## src/rtl/mem_arbiter.sv

```systemverilog
// Two-requester arbiter sharing one synchronous-read memory between fetch and load/store.
// Define MEM_ARB_RR_EN for round-robin tie-breaking; otherwise data wins ties with a MAX_WAIT fetch starvation guard.
module mem_arbiter #(
    parameter int ADDR_W   = 32,
    parameter int DATA_W   = 32,
    parameter int MAX_WAIT = 4
) (
    input  logic                  clk,
    input  logic                  rst,
    input  logic                  if_req,
    input  logic [ADDR_W-1:0]     if_addr,
    output logic                  if_gnt,
    output logic                  if_rvalid,
    output logic [DATA_W-1:0]     if_rdata,
    input  logic                  d_req,
    input  logic                  d_we,
    input  logic [ADDR_W-1:0]     d_addr,
    input  logic [DATA_W-1:0]     d_wdata,
    input  logic [DATA_W/8-1:0]   d_wstrb,
    output logic                  d_gnt,
    output logic                  d_rvalid,
    output logic [DATA_W-1:0]     d_rdata,
    output logic                  mem_en,
    output logic                  mem_we,
    output logic [ADDR_W-1:0]     mem_addr,
    output logic [DATA_W-1:0]     mem_wdata,
    output logic [DATA_W/8-1:0]   mem_wstrb,
    input  logic [DATA_W-1:0]     mem_rdata
);

    localparam int STRB_W = DATA_W / 8;
    localparam logic [3:0] MAX_WAIT_C = 4'(MAX_WAIT);

    typedef enum logic [1:0] {
        OWN_NONE = 2'd0,
        OWN_IF   = 2'd1,
        OWN_D    = 2'd2
    } owner_e;

    owner_e       owner_q;
    owner_e       owner_d;
    logic [3:0]   wait_cnt_q;
    logic [3:0]   wait_cnt_d;
    logic         pick_if_s;
    logic         pick_d_s;

`ifdef MEM_ARB_RR_EN
    typedef enum logic {
        RR_IF = 1'b0,
        RR_D  = 1'b1
    } rr_e;

    rr_e          rr_last_q;
    rr_e          rr_last_d;
`endif

    // Winner selection; nothing is granted while reset is asserted.
    always_comb begin
        pick_if_s = 1'b0;
        pick_d_s  = 1'b0;
        if (rst) begin
            pick_if_s = 1'b0;
            pick_d_s  = 1'b0;
        end else if (if_req && d_req) begin
`ifdef MEM_ARB_RR_EN
            if (rr_last_q == RR_D) begin
                pick_if_s = 1'b1;
            end else begin
                pick_d_s = 1'b1;
            end
`else
            if (wait_cnt_q == MAX_WAIT_C) begin
                pick_if_s = 1'b1;
            end else begin
                pick_d_s = 1'b1;
            end
`endif
        end else if (if_req) begin
            pick_if_s = 1'b1;
        end else if (d_req) begin
            pick_d_s = 1'b1;
        end else begin
            pick_if_s = 1'b0;
            pick_d_s  = 1'b0;
        end
    end

    assign if_gnt = pick_if_s;
    assign d_gnt  = pick_d_s;

    // Memory port steering; fetch is always a full-word read.
    always_comb begin
        mem_en    = 1'b0;
        mem_we    = 1'b0;
        mem_addr  = {ADDR_W{1'b0}};
        mem_wdata = {DATA_W{1'b0}};
        mem_wstrb = {STRB_W{1'b0}};
        if (pick_if_s) begin
            mem_en   = 1'b1;
            mem_addr = if_addr;
        end else if (pick_d_s) begin
            mem_en    = 1'b1;
            mem_we    = d_we;
            mem_addr  = d_addr;
            mem_wdata = d_wdata;
            mem_wstrb = d_wstrb;
        end else begin
            mem_en = 1'b0;
        end
    end

    // Next-state: response owner, fetch wait counter and round-robin pointer.
    always_comb begin
        owner_d    = OWN_NONE;
        wait_cnt_d = 4'd0;
        if (pick_if_s) begin
            owner_d = OWN_IF;
        end else if (pick_d_s) begin
            owner_d = OWN_D;
        end else begin
            owner_d = OWN_NONE;
        end

`ifdef MEM_ARB_RR_EN
        wait_cnt_d = 4'd0;
        rr_last_d  = rr_last_q;
        if (pick_if_s) begin
            rr_last_d = RR_IF;
        end else if (pick_d_s) begin
            rr_last_d = RR_D;
        end else begin
            rr_last_d = rr_last_q;
        end
`else
        // Counts refused fetch cycles, saturating at the guard threshold.
        if (!if_req || pick_if_s) begin
            wait_cnt_d = 4'd0;
        end else if (wait_cnt_q >= MAX_WAIT_C) begin
            wait_cnt_d = MAX_WAIT_C;
        end else begin
            wait_cnt_d = wait_cnt_q + 4'd1;
        end
`endif
    end

    // State registers; reset drops any response still in flight.
    always_ff @(posedge clk or posedge rst) begin
        if (rst) begin
            owner_q    <= OWN_NONE;
            wait_cnt_q <= 4'd0;
`ifdef MEM_ARB_RR_EN
            rr_last_q  <= RR_D;
`endif
        end else begin
            owner_q    <= owner_d;
            wait_cnt_q <= wait_cnt_d;
`ifdef MEM_ARB_RR_EN
            rr_last_q  <= rr_last_d;
`endif
        end
    end

    assign if_rvalid = !rst && (owner_q == OWN_IF);
    assign d_rvalid  = !rst && (owner_q == OWN_D);
    assign if_rdata  = mem_rdata;
    assign d_rdata   = mem_rdata;

endmodule
```

## config.mk

```make
export PLATFORM = sky130hd
export DESIGN_NAME = mem_arbiter
export DESIGN_NICKNAME = d
export VERILOG_FILES = /design/src/rtl/mem_arbiter.sv
export SDC_FILE = /design/constraint.sdc
export NUM_CORES = 1
export LEC_CHECK = 0
export CAP_MARGIN = 0
export CORE_AREA = 10 10 100 102
export CTS_BUF_LIST = sky130_fd_sc_hd__clkbuf_8 sky130_fd_sc_hd__clkbuf_16
export DETAILED_ROUTE_END_ITERATION = 10
export DIE_AREA = 0 0 110 112
export HOLD_SLACK_MARGIN = 0.15
export PLACE_DENSITY = 0.74
export SYNTH_ARGS = -nofsm -noshare
export SYNTH_HDL_FRONTEND = slang
export SYNTH_SLANG_ARGS = --single-unit
```

## constraint.sdc

```tcl
create_clock -name clk -period 2.13 [get_ports clk]
set_input_delay 0.426 -clock clk [delete_from_list [all_inputs] [get_ports clk]]
set_output_delay 0.426 -clock clk [all_outputs]
set_load 0.05 [all_outputs]
```

* Word-level counts from Yosys, hierarchy flattened *
Cells that the tools add are included.

storage, ports and cells
  register bits = 6
  bits of input ports = 137
  output and inout port bits = 138
  logic and storage cells = 36

cells by class
  $add $sub $neg = 1
  order comparisons = 1
  eq/ne operators = 3
  mux-type cells = 23
  reduce and logical (&&, ||, !) cells = 6

operators with widths
  kind                                                  number
  2-to-1 mux 32 bit                                     4
  2-to-1 mux 4 bit                                      4
  2-to-1 mux 1 bit                                      13
  adder 4 x 1 -> 4 bit (second input constant)          1
  == test 4 x 3 -> 1 bit (second input constant)        1
  >= comparator 4 x 3 -> 1 bit (second input constant)  1
  2-to-1 mux 2 bit                                      2
  logical AND 1 bit                                     3
  == test 2 x 1 -> 1 bit (second input constant)        1
  == test 2 bit (second input constant)                 1
  logical NOT 1 bit                                     2
  logical OR 1 bit                                      1

* Depth between registers and ports, before layout *
Gate-level depths: netlist of run 1.

  depth in word-level cells = 6
  gate-level depth with buffers = 7
  gate-level depth less buffers = 5

* Worst setup path before layout of run 1 *
Ideal clock, no wire load.

  kind = register to output
  from = register wait_cnt_q[0]
  to = output port mem_addr[25]
  data arrival time = 1840 ps
  data required time = 1704 ps
  path slack = -136 ps
  cell stages (with the launch flop) = 7
  buffers on the path = 1
  cell sequence = dfrtp_1 -> inv_1 -> ha_1 -> nand3b_4 -> a211oi_4 -> buf_6 -> a22o_1

between the ends
  elaborated cells between the ends (all ways) = 9
  those cells by class = 1 x eq/ne; 8 x mux

RTL lines
  what                    line  RTL
  start, declared         42    logic [3:0] wait_cnt_q;
  start signal, assigned  156   wait_cnt_q <= wait_cnt_d;
  == test 4 x 3 -> 1 bit  72    if (wait_cnt_q == MAX_WAIT_C) begin
  2-to-1 mux 1 bit        72
  2-to-1 mux 1 bit        64    end else if (if_req && d_req) begin
  2-to-1 mux 1 bit        61    if (rst) begin
  named net if_gnt        12    output logic if_gnt,
  2-to-1 mux 32 bit       98    if (pick_if_s) begin
  end, declared           25    output logic [ADDR_W-1:0] mem_addr,

The timed path passes the listed nets, and every way through them passes these cells.

* Worst setup path in the final report of run 1 *
  from = input port rst
  to = output port mem_addr[30]

between the ends
  word-level cells in the longest chain between the ends = 3
  elaborated cells between the ends (all ways) = 4
  those cells by class = 4 x mux

RTL lines
  what                 line  RTL
  start, declared      9     input logic rst,
  2-to-1 mux 1 bit     61
  2-to-1 mux 32 bit    101   end else if (pick_d_s) begin
  2-to-1 mux 32 bit *  98

Every way passes the cells marked *; elsewhere a longest branch is shown, timed or not.

==> results of run 1 <==
-- metal layers --
metal	routed length, um	track usage	vias up
met2	4230	0.212	126
li1	-	-	768
met3	1090	0.0525	41
met4	262	0.0512	0
met1	2540	0.107	756
met5	0	0	-
-- power groups by stage --
stage	clock (mW)	combinational, mW	sequential (mW)
5_1_grt	0.180	1.05	0.127
6_report	0.173	1.01	0.126
3_3_place_gp	0	0.947	0.126
2_1_floorplan	0	0.708	0.126
3_5_place_dp	0	0.958	0.127
4_1_cts	0.178	0.998	0.126
-- kinds of logic after synthesis --
family	share of synthesized area
buf+inv	0.409
compound gates	0.241
other cells	0.00271
simple gates	0.220
flops	0.109
fa+ha+maj	0.0181
-- through the flow --
step | TNS, ns | cell area [um2]
2_1_floorplan | 0 | 1420
3_3_place_gp | -10.22 | 3640
3_5_place_dp | -12.00 | 3640
4_1_cts | -5.72 | 3820
5_1_grt | -10.87 | 3910
6_report | -6.04 | 3910
-- final timing paths --
kind | to | startpoint | slack [ns] | cells past startpoint
min in group asynchronous | owner_q[0] | rst | 0.59 | 3
max in group asynchronous | wait_cnt_q[1] | rst | 1.41 | 3
worst max register to register | wait_cnt_q[0] | wait_cnt_q[0] | 0.68 | 7
worst max-delay path | mem_addr[30] | rst | -0.15 | 7
worst min-delay path | wait_cnt_q[1] | wait_cnt_q[3] | 0.52 | 1
worst min register to register | wait_cnt_q[1] | wait_cnt_q[3] | 0.52 | 1
-- repair_timing --
action,in CTS,in global routing
gates cloned,2,2
gates resized for setup,32,4
endpoints found under the hold margin,0,0
setup buffers,1,4
setup endpoints to repair,70,70
-- layout by cell type (no fill, tap or decap) --
cell,count
sky130_fd_sc_hd__clkdlybuf4s50_1,102
sky130_fd_sc_hd__buf_12,77
sky130_fd_sc_hd__a22o_2,29
sky130_fd_sc_hd__and2_4,20
sky130_fd_sc_hd__and2_1,17
sky130_fd_sc_hd__buf_4,12
sky130_fd_sc_hd__dfrtp_1,6
sky130_fd_sc_hd__inv_2,3
sky130_fd_sc_hd__a22o_4,3
sky130_fd_sc_hd__clkbuf_8,3
sky130_fd_sc_hd__nor3_1,2
sky130_fd_sc_hd__nand2_1,2
sky130_fd_sc_hd__nor4_1,2
sky130_fd_sc_hd__nor3b_2,2
sky130_fd_sc_hd__nor2_1,2
sky130_fd_sc_hd__buf_16,2
sky130_fd_sc_hd__buf_6,2
sky130_fd_sc_hd__dlygate4sd2_1,2
sky130_fd_sc_hd__inv_1,1
sky130_fd_sc_hd__nand3b_4,1
sky130_fd_sc_hd__a211oi_4,1
sky130_fd_sc_hd__o211a_4,1
sky130_fd_sc_hd__o211a_1,1
sky130_fd_sc_hd__ha_4,1
sky130_fd_sc_hd__ha_1,1
sky130_fd_sc_hd__clkbuf_16,1
sky130_fd_sc_hd__conb_1,1
-- state kept, by name (all words and copies together) (netlist names) --
register	count
wait_cnt_q	4
owner_q	2
-- area by class of cell --
cell class / instances / area (um2)
Clock buffer: 3 / 41.3
Tap cell: 105 / 131
Fill cell: 733 / 4150
Multi-Input combinational cell: 86 / 796
Timing Repair Buffer: 198 / 2770
Sequential cell: 6 / 150
Inverter: 4 / 15.0
==> results_dict.tcl, run 1 <==
set metrics [dict create \
    status "finished, violations left" \
    violated_checks "negative setup slack" \
    power_switching_uw 506 \
    post_synth_main_area_contributors "sky130_fd_sc_hd__buf_4, sky130_fd_sc_hd__and2_1, sky130_fd_sc_hd__a22o_1" \
    finalClockSkew_ns 0.00584 \
    die_w_um 110 \
    number_of_antenna_violations_at_the_first_check_in_global_routing 0 \
    crit_arrival_ns 1.85 \
    required_ns 1.70 \
    fin_ws_ns -0.147 \
    finish.cell_count_without_fillers 402 \
    synth-edff-count 0 \
    design.final.nets 438 \
    timing.hold.ws_ns 0.519 \
    cellPowerDensity_mw_per_mm2 335 \
    synth.net_count 310 \
    remaining_drc_errors 0 \
    design_power_total_mw 1.31 \
    routed_via_density 4.21 \
    crit_top_cell "sky130_fd_sc_hd__buf_4" \
    finalCritPeriodShare 1.07 \
    synth_area_mm2 0.00138 \
    tritoncts.num_buffers 3 \
    pre_cts_slack_ns -0.217 \
    final_antenna_net_count 0 \
    cell_chain_critical_path "clkdlybuf4s50_1, buf_4, a211oi_4, buf_4, buf_4, a22o_2, buf_12" \
    rsz0062_at_grt "yes" \
    worst_hold_path_type "flip-flop to flip-flop" \
    finalHoldViolations 0 \
    synth_common_cells "sky130_fd_sc_hd__buf_4, sky130_fd_sc_hd__and2_1, sky130_fd_sc_hd__a22o_1, sky130_fd_sc_hd__a22o_2, sky130_fd_sc_hd__dfrtp_1" \
    worst_path_max_delay_cell "sky130_fd_sc_hd__clkdlybuf4s50_1" \
    drv.max_cap_violation_count 0 \
    synth.avg_cell_area_um2 8.08 \
    overall_die_area_mm2 0.0123 \
    layout-drive-gt1-share 0.532 \
    ys_seq_elements 6 \
    clkTransAtPathRegs_ns 0.04 \
    clock_sink_count 6 \
    grt_first_pass_wirelength_um 11300 \
    grt_start_max_net_pins 31 \
    num_antenna_cells 0 \
    endpoint_kind "output pin" \
    critical_path.top_delay_family "buffers and inverters" \
    leading_area_contributor_after_synthesis "sky130_fd_sc_hd__buf_4" \
    start_kind "primary input" \
    grt-ovfl-total 0 \
    final_util 0.485 \
    routed_wirelength_um 8120 \
    post_synth_inst_count 171 \
    yosysUniqueCellTypes 19 \
    grtUsageTotal 0.117 \
    rows 33 \
    power.share.combinational 0.772 \
    cts_tree "done" \
    vdd_ir_drop_max_mv 0.174 \
    floorplan.die.height_um 112 \
    place.detailed.instances 390 \
    fin_crit_ns 2.28 \
    sw_frac_of_total 0.387 \
    critical-path-max-stage-delay_ns 0.50 \
    detail_route.iter0.violations 48 \
    slew_violations 0 \
    synth.most_common_cell "sky130_fd_sc_hd__buf_4" \
    gpl_wtd_cong 0.826 \
    drt-wirelength-per-cell_um 20.2 \
    first_global_vias 1875 \
    timing.critical_path.fanout_max 7 \
    hold_buffers 0 \
    clk_path_buf_depth 2 \
    floorplan.core_area_mm2 0.00805 \
    hpwl_um 6680 \
    worst-setup-path-type "primary input to output pin" \
    clock_latency_ns 0.23 \
    syn2layout_area_growth_pct 183 \
    ys_async_sr_fraction 1.00 \
    setup_viol 69 \
    dominantRegCellSynth "sky130_fd_sc_hd__dfrtp_1" \
    route.vias.total 1691 \
    root_buffer "sky130_fd_sc_hd__clkbuf_8" \
    cell_internal_pwr_uw 802 \
    synth.yosys.warnings 0 \
    drt_pre_antenna_iters 4 \
    seqPwrFrac 0.096 \
    clock.fmax_ghz 0.439 \
    path_buf_inv 5 \
    synth_seq_area_share 0.109 \
    cts-htree-levels 1 \
    initial_utilization 0.172 \
    share_clk_of_total_power 0.132 \
    synth_top_cell_area_share 0.348 \
    ios 275 \
    power_leakage_nw 1.64 \
    port_buffers 178 \
]
Power figures use the tool's default switching activity.
==> inputs of run 2 (changes only) <==
Settings changed: MAX_ROUTING_LAYER set to met4.
==> results_dict.tcl, run 2 (synthesized netlist as in run 1, its figures left out) <==
set metrics [dict create \
    largest_register_ff_count 4 \
    cell_chain_critical_path "clkdlybuf4s50_1, buf_4, a211oi_4, buf_4, buf_4, a22o_2, buf_12" \
    rsz0062_at_grt "yes" \
    route.vias.total 1690 \
    finish.cell_count_without_fillers 402 \
    hpwl_um 6680 \
    leading_cell_types_in_the_layout_fill_and_taps_excluded "sky130_fd_sc_hd__clkdlybuf4s50_1, sky130_fd_sc_hd__buf_12, sky130_fd_sc_hd__a22o_2" \
    drt_pre_antenna_iters 6 \
    clock.fmax_ghz 0.439 \
    worst_hold_path_type "flip-flop to flip-flop" \
    design.final.nets 438 \
    leading_cell_type_in_the_layout_fill_and_taps_excluded "sky130_fd_sc_hd__clkdlybuf4s50_1" \
    slew_violations 0 \
    required_ns 1.70 \
    clock_sink_count 6 \
    topRoutingLayerUsed "met4" \
    wl_met1_um 2700 \
    ios 275 \
    clock_latency_ns 0.23 \
    crit_top_cell "sky130_fd_sc_hd__buf_4" \
    vdd_ir_drop_max_mv 0.174 \
    endpoint_kind "output pin" \
    finalClockSkew_ns 0.00584 \
    drt-wirelength-per-cell_um 20.2 \
    cts-htree-levels 1 \
    timing.hold.ws_ns 0.519 \
    timing.critical_path.fanout_max 7 \
    rows 33 \
    fillers 733 \
    initial_utilization 0.172 \
    overall_die_area_mm2 0.0123 \
    status "finished, violations left" \
    fin_crit_ns 2.28 \
    layout-drive-gt1-share 0.532 \
    tritoncts.num_buffers 3 \
    drv.max_cap_violation_count 0 \
    finalHoldViolations 0 \
    tns_ns -6.02 \
    crit_arrival_ns 1.85 \
    root_buffer "sky130_fd_sc_hd__clkbuf_8" \
    finalCritPeriodShare 1.07 \
    worst_path_max_delay_cell "sky130_fd_sc_hd__clkdlybuf4s50_1" \
    gpl_wtd_cong 0.839 \
    violated_checks "negative setup slack" \
    num_antenna_cells 0 \
    pre_cts_slack_ns -0.217 \
    routed_wirelength_um 8120 \
    power_leakage_nw 1.64 \
    clkTransAtPathRegs_ns 0.04 \
    registers_with_the_most_flip_flops "wait_cnt_q (4), owner_q (2)" \
    final_antenna_net_count 0 \
    floorplan.core_area_mm2 0.00805 \
    critical_path.top_delay_family "buffers and inverters" \
    routed_via_density 4.20 \
    port_buffers 178 \
    path_buf_inv 5 \
    die_w_um 110 \
    first_global_vias 1878 \
    critical-path-max-stage-delay_ns 0.50 \
    dr_wl_met3_um 924 \
    remaining_drc_errors 0 \
    cellPowerDensity_mw_per_mm2 335 \
    number_of_antenna_violations_at_the_first_check_in_global_routing 0 \
    grtUsageTotal 0.120 \
    syn2layout_area_growth_pct 183 \
    clk_path_buf_depth 2 \
    setup_viol 69 \
    grt_start_max_net_pins 31 \
    floorplan.die.height_um 112 \
    design_power_total_mw 1.31 \
    place.detailed.instances 390 \
    detail_route.iter0.violations 45 \
    grt-ovfl-total 0 \
    cts_tree "done" \
    total_length_of_routed_met2_wires_um 4240 \
    registers.top_by_ff_count "wait_cnt_q" \
    start_kind "primary input" \
    worst-setup-path-type "primary input to output pin" \
    grt_first_pass_wirelength_um 11300 \
    fin_ws_ns -0.147 \
]
==> run 2: cell counts in the layout (fill, tap and decap cells not counted) <==
Identical to the previous run, type by type.
==> run 2: report_power, final <==
group          switching [mW]  internal, mW
Sequential            0.00558         0.120
Clock                  0.0511         0.122
Combinational           0.449         0.560
Total                   0.506         0.802
==> run 2: worst register-to-register path, cell delays in order, from the launching register on <==
cell and delay, ns:
sky130_fd_sc_hd__dfrtp_1 0.38, sky130_fd_sc_hd__inv_2 0.09, sky130_fd_sc_hd__ha_4 0.15, sky130_fd_sc_hd__nand3b_4 0.10, sky130_fd_sc_hd__a211oi_4 0.22, sky130_fd_sc_hd__buf_4 0.16
sky130_fd_sc_hd__buf_4 0.16, sky130_fd_sc_hd__nor4_1 0.07
==> run 2: path summary, 6_finish.rpt <==
kind / startpoint / slack (ns) / to / cells after the start
worst max register to register: wait_cnt_q[0] / 0.68 / wait_cnt_q[0] / 7
min in group asynchronous: rst / 0.59 / owner_q[0] / 3
max in group asynchronous: rst / 1.41 / wait_cnt_q[1] / 3
worst max-delay path: rst / -0.15 / mem_addr[30] / 7
worst min register to register: wait_cnt_q[3] / 0.52 / wait_cnt_q[1] / 1
worst min-delay path: wait_cnt_q[3] / 0.52 / wait_cnt_q[1] / 1
==> run 2: repair_timing <==
action | in CTS | in global routing
gates cloned | 2 | 2
setup buffers | 1 | 4
setup endpoints to repair | 70 | 70
hold buffers | 0 | 0
gates resized for setup | 32 | 4
==> run 2: layer usage <==
metal,vias to the layer above,GRT usage
li1,768,-
met5,-,-
met3,42,0.0409
met2,126,0.212
met4,0,0.0512
met1,754,0.114
==> run 2: per-stage QoR <==
| step | util | area (um2) |
|---|---|---|
| final | 0.485 | 3910 |
| after global routing | 0.485 | 3910 |
| after CTS | 0.474 | 3820 |
| after detailed placement | 0.453 | 3640 |
| after global placement | 0.453 | 3640 |
| after floorplan | - | 1420 |
==> run 2: area by class of cell <==
class,instances,area (um2),area share
timing repair buffer,198,2770,0.710
multi-input combinational,86,796,0.204
sequential,6,150,0.0384
tap,105,131,0.0336
clock buffer,3,41.3,0.0106
inverter,4,15.0,0.00384
